===== src/rtl/bit_serializer.sv =====
// rtl/bit_serializer.sv - MSB-first parallel-to-serial feeder with inter-word idle gap
// Optional feature macro: SER_PARITY_EN (appends an even-parity bit after bit 0)
module bit_serializer #(
  parameter int   WIDTH      = 8,
  parameter int   GAP        = 1,
  parameter logic IDLE_LEVEL = 1'b0
) (
  input  logic             clk,
  input  logic             rst,
  input  logic [WIDTH-1:0] data_in,
  input  logic             data_valid,
  output logic             data_ready,
  output logic             ser_out,
  output logic             ser_valid,
  output logic             busy,
  output logic             word_done
);

  localparam int CW       = $clog2(WIDTH + 1);
  localparam int GW       = (GAP > 1) ? $clog2(GAP) : 1;
  localparam int GAP_LAST = (GAP > 0) ? GAP - 1 : 0;
  localparam logic [CW-1:0] CNT_LAST = CW'(WIDTH - 1);
  localparam logic [CW-1:0] CNT_PEN  = CW'(WIDTH - 2);

  typedef enum logic [1:0] {
    ST_IDLE,
    ST_SHIFT,
    ST_PARITY,
    ST_GAP
  } state_t;

  state_t           state, state_n;
  logic [WIDTH-1:0] shreg, shreg_n;
  logic [CW-1:0]    cnt, cnt_n;
  logic [GW-1:0]    gcnt, gcnt_n;
  logic             ser_out_n, ser_valid_n, word_done_n;
`ifdef SER_PARITY_EN
  logic             par, par_n;
`endif

  // Ready is only offered from the idle state and never while reset is held.
  assign data_ready = (state == ST_IDLE) && !rst;
  assign busy       = (state != ST_IDLE);

  // Next-state and next-output decode; every serial output is registered.
  always_comb begin
    state_n     = state;
    shreg_n     = shreg;
    cnt_n       = cnt;
    gcnt_n      = gcnt;
    ser_out_n   = IDLE_LEVEL;
    ser_valid_n = 1'b0;
    word_done_n = 1'b0;
`ifdef SER_PARITY_EN
    par_n       = par;
`endif
    case (state)
      ST_IDLE: begin
        if (data_valid) begin
          // The MSB goes straight to ser_out; the rest wait at the top of shreg.
          state_n     = ST_SHIFT;
          shreg_n     = {data_in[WIDTH-2:0], 1'b0};
          cnt_n       = '0;
          ser_out_n   = data_in[WIDTH-1];
          ser_valid_n = 1'b1;
`ifdef SER_PARITY_EN
          par_n       = ^data_in;
`endif
        end
      end
      ST_SHIFT: begin
        // cnt is the index (from the MSB) of the bit currently on ser_out.
        if (cnt != CNT_LAST) begin
          cnt_n       = cnt + CW'(1);
          ser_out_n   = shreg[WIDTH-1];
          ser_valid_n = 1'b1;
          shreg_n     = {shreg[WIDTH-2:0], 1'b0};
`ifndef SER_PARITY_EN
          word_done_n = (cnt == CNT_PEN);
`endif
        end else begin
`ifdef SER_PARITY_EN
          state_n     = ST_PARITY;
          ser_out_n   = par;
          ser_valid_n = 1'b1;
          word_done_n = 1'b1;
`else
          state_n     = (GAP > 0) ? ST_GAP : ST_IDLE;
          gcnt_n      = '0;
`endif
        end
      end
`ifdef SER_PARITY_EN
      ST_PARITY: begin
        state_n = (GAP > 0) ? ST_GAP : ST_IDLE;
        gcnt_n  = '0;
      end
`endif
      ST_GAP: begin
        if (gcnt == GW'(GAP_LAST)) begin
          state_n = ST_IDLE;
        end else begin
          gcnt_n = gcnt + GW'(1);
        end
      end
      default: state_n = ST_IDLE;
    endcase
  end

  // State and output registers; reset aborts any word in flight.
  always_ff @(posedge clk) begin
    if (rst) begin
      state     <= ST_IDLE;
      shreg     <= '0;
      cnt       <= '0;
      gcnt      <= '0;
      ser_out   <= IDLE_LEVEL;
      ser_valid <= 1'b0;
      word_done <= 1'b0;
`ifdef SER_PARITY_EN
      par       <= 1'b0;
`endif
    end else begin
      state     <= state_n;
      shreg     <= shreg_n;
      cnt       <= cnt_n;
      gcnt      <= gcnt_n;
      ser_out   <= ser_out_n;
      ser_valid <= ser_valid_n;
      word_done <= word_done_n;
`ifdef SER_PARITY_EN
      par       <= par_n;
`endif
    end
  end

endmodule


===== config.mk =====
export PLATFORM = sky130hd
export DESIGN_NAME = bit_serializer
export DESIGN_NICKNAME = d
export VERILOG_FILES = /design/src/rtl/bit_serializer.sv
export SDC_FILE = /design/constraint.sdc
export NUM_CORES = 1
export LEC_CHECK = 0
export ABC_AREA = 1
export BUFFER_PORTS_ARGS = -buffer_cell sky130_fd_sc_hd__clkbuf_2
export CAP_MARGIN = 30
export CORE_UTILIZATION = 56
export DETAILED_ROUTE_END_ITERATION = 12
export GPL_ROUTABILITY_DRIVEN = 0
export PLACE_DENSITY_LB_ADDON = 0.25
export SYNTH_ARGS = -nofsm -noshare
export SYNTH_HDL_FRONTEND = slang
export SYNTH_SLANG_ARGS = --single-unit

===== constraint.sdc =====
create_clock -name clk -period 1.75 [get_ports clk]
set_input_delay 0.175 -clock clk [delete_from_list [all_inputs] [get_ports clk]]
set_output_delay 0.175 -clock clk [all_outputs]
set_load 0.02 [all_outputs]

* Word level (Yosys, flattened, before mapping)
Cells that the tools add are included.
** Operators by class
- Equal/unequal tests :: 8
- Reduce and logical (&&, ||, !) cells :: 10
- Muxes and demuxes :: 19
- $add $sub $neg :: 2
- Bitwise gates (word level) :: 2
** Operators by type and width (count)
- 8-bit two-way mux :: 2
- 8-bit one-hot mux with 2 select lines :: 1
- 4-bit two-way mux :: 2
- 2-bit != test (second input constant) :: 4
- 4-bit one-hot mux with 2 select lines :: 1
- 1-bit two-way mux :: 6
- 2-bit two-way mux :: 3
- 1-bit one-hot mux with 2 select lines :: 3
- 2-bit one-hot mux with 3 select lines :: 1
- 3-bit AND reduction :: 2
- 2-bit nonzero test :: 3
- 4-bit by 1-bit adder with 4-bit output (second input constant) :: 1
- 4-bit by 3-bit equality test with 1-bit output (second input constant) :: 1
- 4-bit by 3-bit != test with 1-bit output (second input constant) :: 1
- 3-bit OR reduction :: 1
- 2-bit by 1-bit equality test with 1-bit output (second input constant) :: 1
- 2-bit equality test (second input constant) :: 1
- 2-bit zero test :: 1
- 1-bit NOT :: 2
- 2-bit AND reduction :: 1
- 1-bit adder (second input constant) :: 1
- 1-bit logical AND :: 1
- 1-bit zero test :: 1
** Word-level totals
- Register bits after elaboration :: 18

* Logic depth before layout (Yosys ltp)
- Depth after elaboration :: 3
- Gate-level depth with buffers :: 7
- Gate-level depth less buffers :: 7

* Least setup slack after synthesis
No wires, ideal clock.
- Kind :: register to register
- From :: register cnt[0]
- To :: register shreg[1]
- Path buffers :: 1
- Stages on the path, launching flop included :: 7
- Arrival time :: 1.056 ns
- Period minus slack after synthesis :: 1.173 ns
- Path slack :: 0.577 ns
- Required time :: 1.633 ns
- Cells stage by stage :: dfxtp_1 ha_1 nand3_1 nand2_2 buf_6 a22oi_1 nor2_1
** On the way
- Word-level cells in the longest chain between the ends :: 3
** RTL lines
- from (decl) :: RTL line 34 : logic [CW-1:0] cnt, cnt_n;
- from (signal assigned) :: RTL line 126 : cnt <= cnt_n;
- 4-bit by 3-bit != test with 1-bit output :: RTL line 73 : if (cnt != CNT_LAST) begin
- 2-bit != test (no line)
- 3-bit AND reduction (no line)
- to (signal assigned) :: RTL line 125 : shreg <= shreg_n;
- to (decl) :: RTL line 33 : logic [WIDTH-1:0] shreg, shreg_n;
No other way between the ends.
A chain may end at the register's enable or synchronous reset.

* Worst setup path in the final report
- From :: register cnt[0]
- To :: register shreg[2]
Same word-level chain as after synthesis.

==> reports/qor.txt <==
Clock Latency Late Sink - 290 ps
Clock skew - 6.07 ps
Worst-path clk slew - 100 ps
Hold_ws - 88.8 ps
Die height - 40.0 um
Outcome - complete, no violations
Worst path bufs/invs - 1
Post-synthesis mux area share - 0%
Die area - 1600 um2
Max FO, Critical Path - 13
Largest net degree at the start of global routing - 16
Buffers on Ports - 15
Adder-cell share of the synthesized area - 3.10%
Ys Warns - 0
Synth Instances - 117
XOR/XNOR Fraction of Synth Area - 0%
Sw frac - 28.1%
Initial core utilization - 61.3%
Vias in the first global route - 588
Die width - 40.0 um
Highest clock rate - 0.662 GHz
Synth unique cells - 19
IO Pins - 16
Crit path max-delay family - simple AND/OR/NAND/NOR gates
Worst slew pin tran - 433 ps
Kind of critical path - flop to flop
Worst-case clock buffer depth - 2
# Post-CTS Setup Buffers - 0
RSZ-0062 raised after global routing - no
Initial detailed-routing violation count - 15
Final wirelength - 1470 um
Fin crit share - 86.4%
Clock Sinks - 16
Post-route ant nets - 0
Initial antenna violation count - 0
Core area - 1320 um2
DP HPWL - 1080 um
Int Pwr - 0.000572 W
Diodes inserted - 0
Hold Buf Count CTS - 0
Sequential Power Share - 50.8%
Count of pins over their slew limit - 0
Post-Synth Simple-Gate Area - 39.8%
Share of cells above drive strength 1 - 20.3%
Row count - 13
Avg Synthesized Cell Area - 6.91 um2
Tot GR Track Use - 21.8%
Register bit count reported by yosys - 16
Arrival time worst endpoint - 1730 ps
Wire per inst - 9.95 um
Area of the mapped netlist - 808 um2
Combinational Power Share - 18.4%
CTS H-Tree Depth - 1
Via count - 751
CTS tree - done
Fin nets - 147
Max_cap viols - 0
Pwr Density - 879 nW/um2
DRC viols - 0
Fin. Hold Viols - 0
CTS buffer count - 3
First-pass GRT wire length - 2380 um
Pleak - 0.461 nW
Sum of negative setup slack - 0 ps
Post-DR vias/cell - 5.07
Worst vdd ir - 0.415 mV
Final setup violation count - 0
Relative slew slack - 71.0%
CTS resizes - 0
Mapped Nets - 130
Post-synthesis sequential area ratio - 39.6%
Worst stage delay on the critical path - 410 ps
Area Overhead vs Synth - 11.9%
Sw Pwr - 0.000223 W
Drt pass-1 iters - 4
Clock Tree Root - clkbuf_4
Req. time, crit path - 1970 ps
Worst hold path class - input pin to flop
Slowest CP cell - dfxtp_1
Critical Path, Cell by Cell - ha_1 -> nand3_1 -> nand2_2 -> nand2_2 -> inv_2 -> nor2_1 -> nor2_1
Critical path launch point type - flop
Synth Area in Compound Gates - 5.88%
Largest family of logic cells by synthesized area - simple AND/OR/NAND/NOR gates
Critical path endpoint category - flop
Clk network pwr share - 30.8%
Total congestion overflow - 0
Fin crit period - 1510 ps
## synthesized netlist by cell type
library cell	instances	area, um2
nand2_1	24	90.1
nor2_1	24	90.1
dfxtp_1	16	320
nand3_1	14	70.1
inv_1	12	45.0
o21ai_0	6	30.0
buf_6	3	33.8
a21oi_1	2	10.0
ha_1	2	25.0
inv_2	2	7.51
nand2_2	2	12.5
nand3b_1	2	15.0
nor3_1	2	10.0
a22oi_1	1	7.51
buf_4	1	7.51
nand3_2	1	10.0
nand4_1	1	6.26
nor2_4	1	11.3
or2_2	1	6.26
## metal layers
metal	global-route usage (%)	part of all wire (%)	wire, um
met1	25.2	44	652
met2	41.1	52	759
met3	3.33	3.3	49
met4	5.17	0.68	10
met5	0	0	0
## through the flow
| stage | cells | utilization [%] | power (W) | setup slack (ps) | instance area (um2) |
|---|---|---|---|---|---|
| 2_1_floorplan | 117 | - | 0.000529 | 577 | 808 |
| 3_3_place_gp | 144 | 65.9 | 0.000554 | 373 | 868 |
| 3_5_place_dp | 144 | 65.9 | 0.000558 | 290 | 868 |
| 4_1_cts | 148 | 68.7 | 0.000797 | 259 | 905 |
| 5_1_grt | 148 | 68.7 | 0.000835 | 78.3 | 905 |
| 6_report | 148 | 68.7 | 0.000795 | 238 | 905 |
## power by group through the flow
stage               clock (W)  sequential (W)  combinational, W
CTS                  0.000246        0.000404          0.000148
finish               0.000245        0.000404          0.000147
global route         0.000259        0.000408          0.000169
global placement            0        0.000411          0.000143
detailed placement          0        0.000412          0.000146
floorplan                   0        0.000413          0.000116
## registers in the layout (all words and copies together), names as in the netlist
| signal | flops |
|---|---|
| shreg | 7 |
| cnt | 4 |
| state | 2 |
| ser_out | 1 |
| ser_valid | 1 |
| word_done | 1 |
## worst paths after layout
kind                              start                    end  slack (ps)  cells after the start
setup / recovery    cnt[0]$_SDFFE_PP0P_  shreg[2]$_SDFFE_PP0P_         240                      7
setup reg to reg    cnt[0]$_SDFFE_PP0P_  shreg[2]$_SDFFE_PP0P_         240                      7
hold / removal                      rst   word_done$_SDFF_PP0_          90                      2
hold reg to reg   shreg[7]$_SDFFE_PP0P_     ser_out$_SDFF_PP0_         490                      2
## worst reg2reg max path, delay by kind of cell (launching register included)
family / cells / cell delay (ps)
AND/OR/NAND/NOR: 5 / 670
adder cells (fa/ha/maj): 1 / 210
buffers and inverters: 1 / 160
flip-flops: 1 / 410
## cell usage in the layout, fill, tap and decap left out, drive strengths merged
master / n
o21ai: 6
nand2: 26
buf: 1
nand4: 1
nor3: 2
or2: 1
nand3: 15
a22oi: 1
nand3b: 2
nor2: 25
a21oi: 2
ha: 2
inv: 14
dfxtp: 16
clkbuf: 19
## logic make-up after synthesis
kind of cell | after synthesis
AO/OA/AOI/OAI | 9
adder cells (fa/ha/maj) | 2
buffers and inverters | 18
flip-flops | 16
AND/OR/NAND/NOR | 72
## layout make-up
type,instances,area [um2]
Clock buffer,4,36.3
Fill cell,123,413
Inverter,14,52.6
Multi-Input combinational cell,83,394
Sequential cell,16,320
Tap cell,15,18.8
Timing Repair Buffer,16,82.6
(Power assumes the default switching activity.)
